===== src/rtl/stack_engine.sv =====
// stack_engine: 6502 stack pointer owner with multi-byte PUSH/POP/LOAD/PEEK
// commands, one byte per req/ack memory transaction.
// WRAP=1 wraps sp silently; WRAP=0 refuses a byte at the boundary and flags it.
// Optional feature macro: STACK_PEEK_EN (op 3 reads without moving sp;
// when undefined op 3 completes as a NOP).
module stack_engine #(
    parameter int                     ADDR_W    = 16,
    parameter int                     SP_W      = 8,
    parameter int                     DATA_W    = 8,
    parameter logic [ADDR_W-SP_W-1:0] PAGE      = 'h01,
    parameter logic [SP_W-1:0]        SP_RESET  = '1,
    parameter int                     MAX_BYTES = 3,
    parameter int                     WRAP      = 1,
    localparam int                    LEN_W     = $clog2(MAX_BYTES + 1)
) (
    input  logic                        clk,
    input  logic                        rst_n,
    input  logic                        cmd_valid,
    output logic                        cmd_ready,
    input  logic [1:0]                  cmd_op,
    input  logic [LEN_W-1:0]            cmd_len,
    input  logic [MAX_BYTES*DATA_W-1:0] cmd_wdata,
    input  logic [SP_W-1:0]             cmd_sp_data,
    output logic                        rsp_valid,
    output logic [MAX_BYTES*DATA_W-1:0] rsp_rdata,
    output logic                        err_overflow,
    output logic                        err_underflow,
    output logic                        mem_req,
    output logic                        mem_we,
    output logic [ADDR_W-1:0]           mem_addr,
    output logic [DATA_W-1:0]           mem_wdata,
    input  logic                        mem_ack,
    input  logic [DATA_W-1:0]           mem_rdata,
    output logic [SP_W-1:0]             sp,
    output logic                        busy
);

    localparam int IDX_W = (MAX_BYTES > 1) ? $clog2(MAX_BYTES) : 1;

    localparam logic [1:0] OP_PUSH = 2'd0;
    localparam logic [1:0] OP_POP  = 2'd1;
    localparam logic [1:0] OP_LOAD = 2'd2;
    localparam logic [1:0] OP_PEEK = 2'd3;

`ifdef STACK_PEEK_EN
    typedef enum logic [2:0] {S_IDLE, S_PUSH, S_POP, S_PEEK, S_DONE} state_t;
`else
    typedef enum logic [2:0] {S_IDLE, S_PUSH, S_POP, S_DONE} state_t;
`endif

    state_t                            r_state, w_next;
    logic [SP_W-1:0]                   r_sp;
    logic [LEN_W-1:0]                  r_len, r_idx;
    logic [MAX_BYTES-1:0][DATA_W-1:0]  r_wdata, r_rdata;
    logic                              r_ovf, r_udf;

    logic [LEN_W-1:0]                  w_len, w_wpos;
    logic [IDX_W-1:0]                  w_wsel, w_rsel;
    logic                              w_last, w_refuse, w_fire;
`ifdef STACK_PEEK_EN
    logic [SP_W-1:0]                   w_peek_sp;
    assign w_peek_sp = r_sp + SP_W'(r_idx);
`endif

    // Oversized lengths clamp to the widest supported frame
    assign w_len  = (cmd_len > LEN_W'(MAX_BYTES)) ? LEN_W'(MAX_BYTES) : cmd_len;
    // Pushes go out high byte first, pops fill from byte 0 upward
    assign w_wpos = r_len - r_idx - LEN_W'(1);
    assign w_wsel = IDX_W'(w_wpos);
    assign w_rsel = IDX_W'(r_idx);
    assign w_last = (r_idx == r_len - LEN_W'(1));
    assign w_fire = mem_req && mem_ack;

    assign cmd_ready     = (r_state == S_IDLE);
    assign busy          = ~cmd_ready;
    assign rsp_valid     = (r_state == S_DONE);
    assign rsp_rdata     = r_rdata;
    assign sp            = r_sp;
    assign err_overflow  = (WRAP == 0) && rsp_valid && r_ovf;
    assign err_underflow = (WRAP == 0) && rsp_valid && r_udf;

    // State register
    always_ff @(posedge clk or negedge rst_n) begin
        if (!rst_n) r_state <= S_IDLE;
        else        r_state <= w_next;
    end

    // Next state and memory bus; boundary refusal suppresses mem_req outright
    always_comb begin
        w_next    = r_state;
        mem_req   = 1'b0;
        mem_we    = 1'b0;
        mem_addr  = {PAGE, r_sp};
        mem_wdata = r_wdata[w_wsel];
        w_refuse  = 1'b0;
        case (r_state)
            S_IDLE: begin
                if (cmd_valid) begin
                    case (cmd_op)
                        OP_PUSH: w_next = (w_len == '0) ? S_DONE : S_PUSH;
                        OP_POP:  w_next = (w_len == '0) ? S_DONE : S_POP;
`ifdef STACK_PEEK_EN
                        OP_PEEK: w_next = (w_len == '0) ? S_DONE : S_PEEK;
`else
                        OP_PEEK: w_next = S_DONE;
`endif
                        default: w_next = S_DONE;
                    endcase
                end
            end
            S_PUSH: begin
                if (WRAP == 0 && r_sp == '0) begin
                    w_refuse = 1'b1;
                    w_next   = S_DONE;
                end else begin
                    mem_req = 1'b1;
                    mem_we  = 1'b1;
                    if (mem_ack && w_last) w_next = S_DONE;
                end
            end
            S_POP: begin
                if (WRAP == 0 && r_sp == '1) begin
                    w_refuse = 1'b1;
                    w_next   = S_DONE;
                end else begin
                    mem_req  = 1'b1;
                    mem_addr = {PAGE, r_sp + SP_W'(1)};
                    if (mem_ack && w_last) w_next = S_DONE;
                end
            end
`ifdef STACK_PEEK_EN
            S_PEEK: begin
                if (WRAP == 0 && w_peek_sp == '1) begin
                    w_refuse = 1'b1;
                    w_next   = S_DONE;
                end else begin
                    mem_req  = 1'b1;
                    mem_addr = {PAGE, w_peek_sp + SP_W'(1)};
                    if (mem_ack && w_last) w_next = S_DONE;
                end
            end
`endif
            S_DONE:  w_next = S_IDLE;
            default: w_next = S_IDLE;
        endcase
    end

    // Datapath: command latch, sp movement, byte counter, read capture, error flags
    always_ff @(posedge clk or negedge rst_n) begin
        if (!rst_n) begin
            r_sp    <= SP_RESET;
            r_len   <= '0;
            r_idx   <= '0;
            r_wdata <= '0;
            r_rdata <= '0;
            r_ovf   <= 1'b0;
            r_udf   <= 1'b0;
        end else begin
            case (r_state)
                S_IDLE: begin
                    if (cmd_valid) begin
                        r_len   <= w_len;
                        r_idx   <= '0;
                        r_wdata <= cmd_wdata;
                        r_ovf   <= 1'b0;
                        r_udf   <= 1'b0;
                        if (cmd_op == OP_LOAD) r_sp <= cmd_sp_data;
                        if (cmd_op == OP_POP || cmd_op == OP_PEEK) r_rdata <= '0;
                    end
                end
                S_PUSH: begin
                    if (w_refuse) r_ovf <= 1'b1;
                    else if (w_fire) begin
                        r_sp  <= r_sp - SP_W'(1);
                        r_idx <= r_idx + LEN_W'(1);
                    end
                end
                S_POP: begin
                    if (w_refuse) r_udf <= 1'b1;
                    else if (w_fire) begin
                        r_rdata[w_rsel] <= mem_rdata;
                        r_sp            <= r_sp + SP_W'(1);
                        r_idx           <= r_idx + LEN_W'(1);
                    end
                end
`ifdef STACK_PEEK_EN
                S_PEEK: begin
                    if (w_refuse) r_udf <= 1'b1;
                    else if (w_fire) begin
                        r_rdata[w_rsel] <= mem_rdata;
                        r_idx           <= r_idx + LEN_W'(1);
                    end
                end
`endif
                default: ;
            endcase
        end
    end

endmodule

===== config.mk =====
export PLATFORM = sky130hd
export DESIGN_NAME = stack_engine
export DESIGN_NICKNAME = d
export VERILOG_FILES = /design/src/rtl/stack_engine.sv
export SDC_FILE = /design/constraint.sdc
export NUM_CORES = 1
export LEC_CHECK = 0
export BUFFER_PORTS_ARGS = -buffer_cell sky130_fd_sc_hd__buf_2
export CAP_MARGIN = 40
export CORE_ASPECT_RATIO = 0.7
export CORE_MARGIN = 2
export CORE_UTILIZATION = 51
export DETAILED_ROUTE_END_ITERATION = 10
export PLACE_DENSITY = 0.8
export RECOVER_POWER = 50
export SYNTH_ARGS = -nofsm -noshare
export SYNTH_HDL_FRONTEND = slang
export SYNTH_SLANG_ARGS = --single-unit

===== constraint.sdc =====
create_clock -name clk -period 2.2 [get_ports clk]
set_input_delay 0.22 -clock clk [delete_from_list [all_inputs] [get_ports clk]]
set_output_delay 0.22 -clock clk [all_outputs]
set_load 0.01 [all_outputs]

==> impl_results.md <==
- Footprint of the multi-input gates: 1630 sq um
- RSZ-0062 raised after global routing: no
- Largest net degree at the start of global routing: 63
- Worst Setup EP: mem_wdata[4]
- Initial antenna violation count: 0
- Clk Latency, worst-skew pair: 330 ps
- Die W: 101 um
- Ys flop type: dfrtp_1
- Period utilization: 96.4%
- CTS tree: done
- Cell variety after synth: 50
- Max Cap Viol: 1
- Reg-to-Reg Start: r_state[0]
- Routed Antenna Nets: 0
- Routed vias/inst: 5.44
- Worst r2r dst: sp[5]
- LEAKAGE: 1.99 nW
- First-pass GRT wire length: 13,200 um
- Share of the synthesized area in the top cell type: 39.9%
- Top cells by area, synth: dfrtp_1, mux2_2, a22o_1
- CP endpoint kind: output port
- Clock sink count: 62
- FFs w/ async S/R, synth: 100%
- Fmax: 0.472 GHz
- Total number of vias: 2,813
- Fill count: 526
- Die ar.: 7320 sq um
- Yosys top cell by area: dfrtp_1
- Hold_sp: cmd_wdata[6]
- Sequential area share after synthesis: 46.1%
- Worst Setup SP: r_idx[1]
- GRT Residual Overflow: 0
- Root buf cell: clkbuf_8
- Synthesized instance count: 313
- Drt total wl: 8130 um
- R2R Setup Slk: 210 ps
- Most common cell in the netlist: dfrtp_1
- Placed cell count: 493
- RD Place Congestion: 0.850
- Core ar.: 6340 sq um
- Reg2reg path depth: 7
- Commonest cells in the netlist: dfrtp_1, mux2_2, a22o_1
- Worst min-delay path category: in -> reg
- PD cells: 1760 nW/um^2
- EDFF count, synth: 0
- Yosys warns: 0
- DRT Pass-1 Iters: 5
- Post-route minimum period: 2120 ps
- Final Hold Viols: 0
- Failing checks: max-capacitance violations, max-slew violations
- # rows: 24
- Arr. time, crit path: 1900 ps
- Worst Tran Pin Value: 1500 ps
- Clock Tree Buf Depth: 2
- Clk slew on worst S/H paths: 70 ps
- Maximum vdd ir drop: 774 uV
- Post-route clock skew: 6.09 ps
- Crit Path Class: reg -> out
- Routed WL per cell: 15.7 um
- Num CTS Buffers: 9
- Share of cells above drive strength 1: 36.9%
- Status: complete, but fails checks
- DIE HEIGHT: 72.2 um
- Overall routing resource usage: 23.2%
- Slew headroom: -0.200%
- # IOs: 111
- Final Non-Filler Cells: 517
- Hpwl dp: 5920 um
- ANT cells: 0
- Post-CTS Hold Buffers: 0
- Final Setup Violations: 0
- # DRC: 0
- Crit path max fanout: 15
- Htree depth: 3
- DR iter-0 viols: 147
- CP Launch Type: flop
- CP Data Required Time: 1980 ps
- Layout Area Growth over Synthesis: 22.9%
- Syn_area_per_cell: 10.8 sq um
- Fin nets: 480
- Register area: 1560 sq um
- Hold Crit Depth: 2
- TNS Setup: 0 ps
- Synthesized area: 3390 sq um
- Max-slew violation count: 62
- Vias in the first global route: 2,707
- Port Buffers: 100
- Starting Density: 53.5%
- Yosys reg bits: 62
## power by group
part	internal, W	total [W]	switching, W	leakage [nW]
combinational	0.00196	0.00428	0.00232	1.12
clock	0.000549	0.000987	0.000438	0.102
sequential	0.00168	0.00206	0.000380	0.772
## registers in the layout (all words and copies together), names as in the netlist
signal / flops
rsp_rdata: 24
r_idx: 2
r_len: 2
r_state: 2
r_wdata: 24
sp: 8
## repair_timing
action,in CTS,in global routing
endpoints found under the hold margin,0,0
endpoints found under the setup margin,4,9
buffers inserted,1,7
resized for setup,1,2
## placed cells by master, fill, tap and decap left out, types with 7 or more instances in the layout
| cell type | instances |
|---|---|
| nor2_1 | 9 |
| inv_1 | 12 |
| buf_4 | 16 |
| o21ai_0 | 13 |
| dfrtp_1 | 54 |
| a22o_1 | 25 |
| conb_1 | 10 |
| a21oi_1 | 9 |
| mux2_2 | 29 |
| nand2_1 | 23 |
| o21ai_1 | 7 |
| o22ai_1 | 8 |
| mux2i_1 | 8 |
| xnor2_1 | 8 |
| clkbuf_1 | 24 |
| clkbuf_8 | 10 |
| buf_2 | 76 |
| dfstp_2 | 7 |
| nand3_1 | 9 |
| ha_1 | 10 |
## area by class of cell
cell class	instances	area share, %
well taps	91	2.73
inverters	14	1.26
flip-flops and latches	62	37.5
multi-input cells	216	39.2
repair buffers	118	14.6
clock inverters	6	1.47
clock buffers	10	3.31
## critical path, cell delays in order (launching register included)
cell and delay [ps]:
dfrtp_1 470, xor2_2 270, xnor2_2 140, buf_6 210
mux2i_1 230, o22ai_1 100, buf_2 150
## per-stage QoR
step	setup WS, ps	power, W	hold WS (ps)	cell area [sq um]	utilization, %
after floorplan	327	0.00494	-75.6	3420	-
after global placement	291	0.00604	431	3930	62.0
after detailed placement	237	0.00619	436	3930	62.0
after CTS	36.0	0.00723	60.4	4140	65.4
after global routing	8.36	0.00789	95.6	4160	65.7
final	79.2	0.00733	111	4160	65.7
## layer usage
layer  vias to the layer above  global-route usage (%)  wire length, um
li1                       1334                       -                -
met1                      1351                    33.4             3740
met2                       128                    34.7             3750
met3                         0                    8.09              641
met4                         0                    3.75                0
met5                         -                       0                0
## worst min path at each step
stage	end	slack (ps)
CTS	r_wdata[11]	60
finish	r_wdata[6]	110
global route	r_wdata[14]	100
detailed placement	r_wdata[15]	440
global placement	r_wdata[7]	430
floorplan	r_idx[0]	-80
## kinds of logic after synthesis
kind of cell | after synthesis | share of synthesized area (%)
flops | 62 | 46.1
other cells | 2 | 0.222
compound gates | 80 | 16.7
fa+ha+maj | 11 | 4.06
mux | 37 | 12.0
xor+xnor | 15 | 4.32
simple gates | 63 | 9.83
buf+inv | 43 | 6.72
Note: power is estimated with default switching activity, not from simulation.
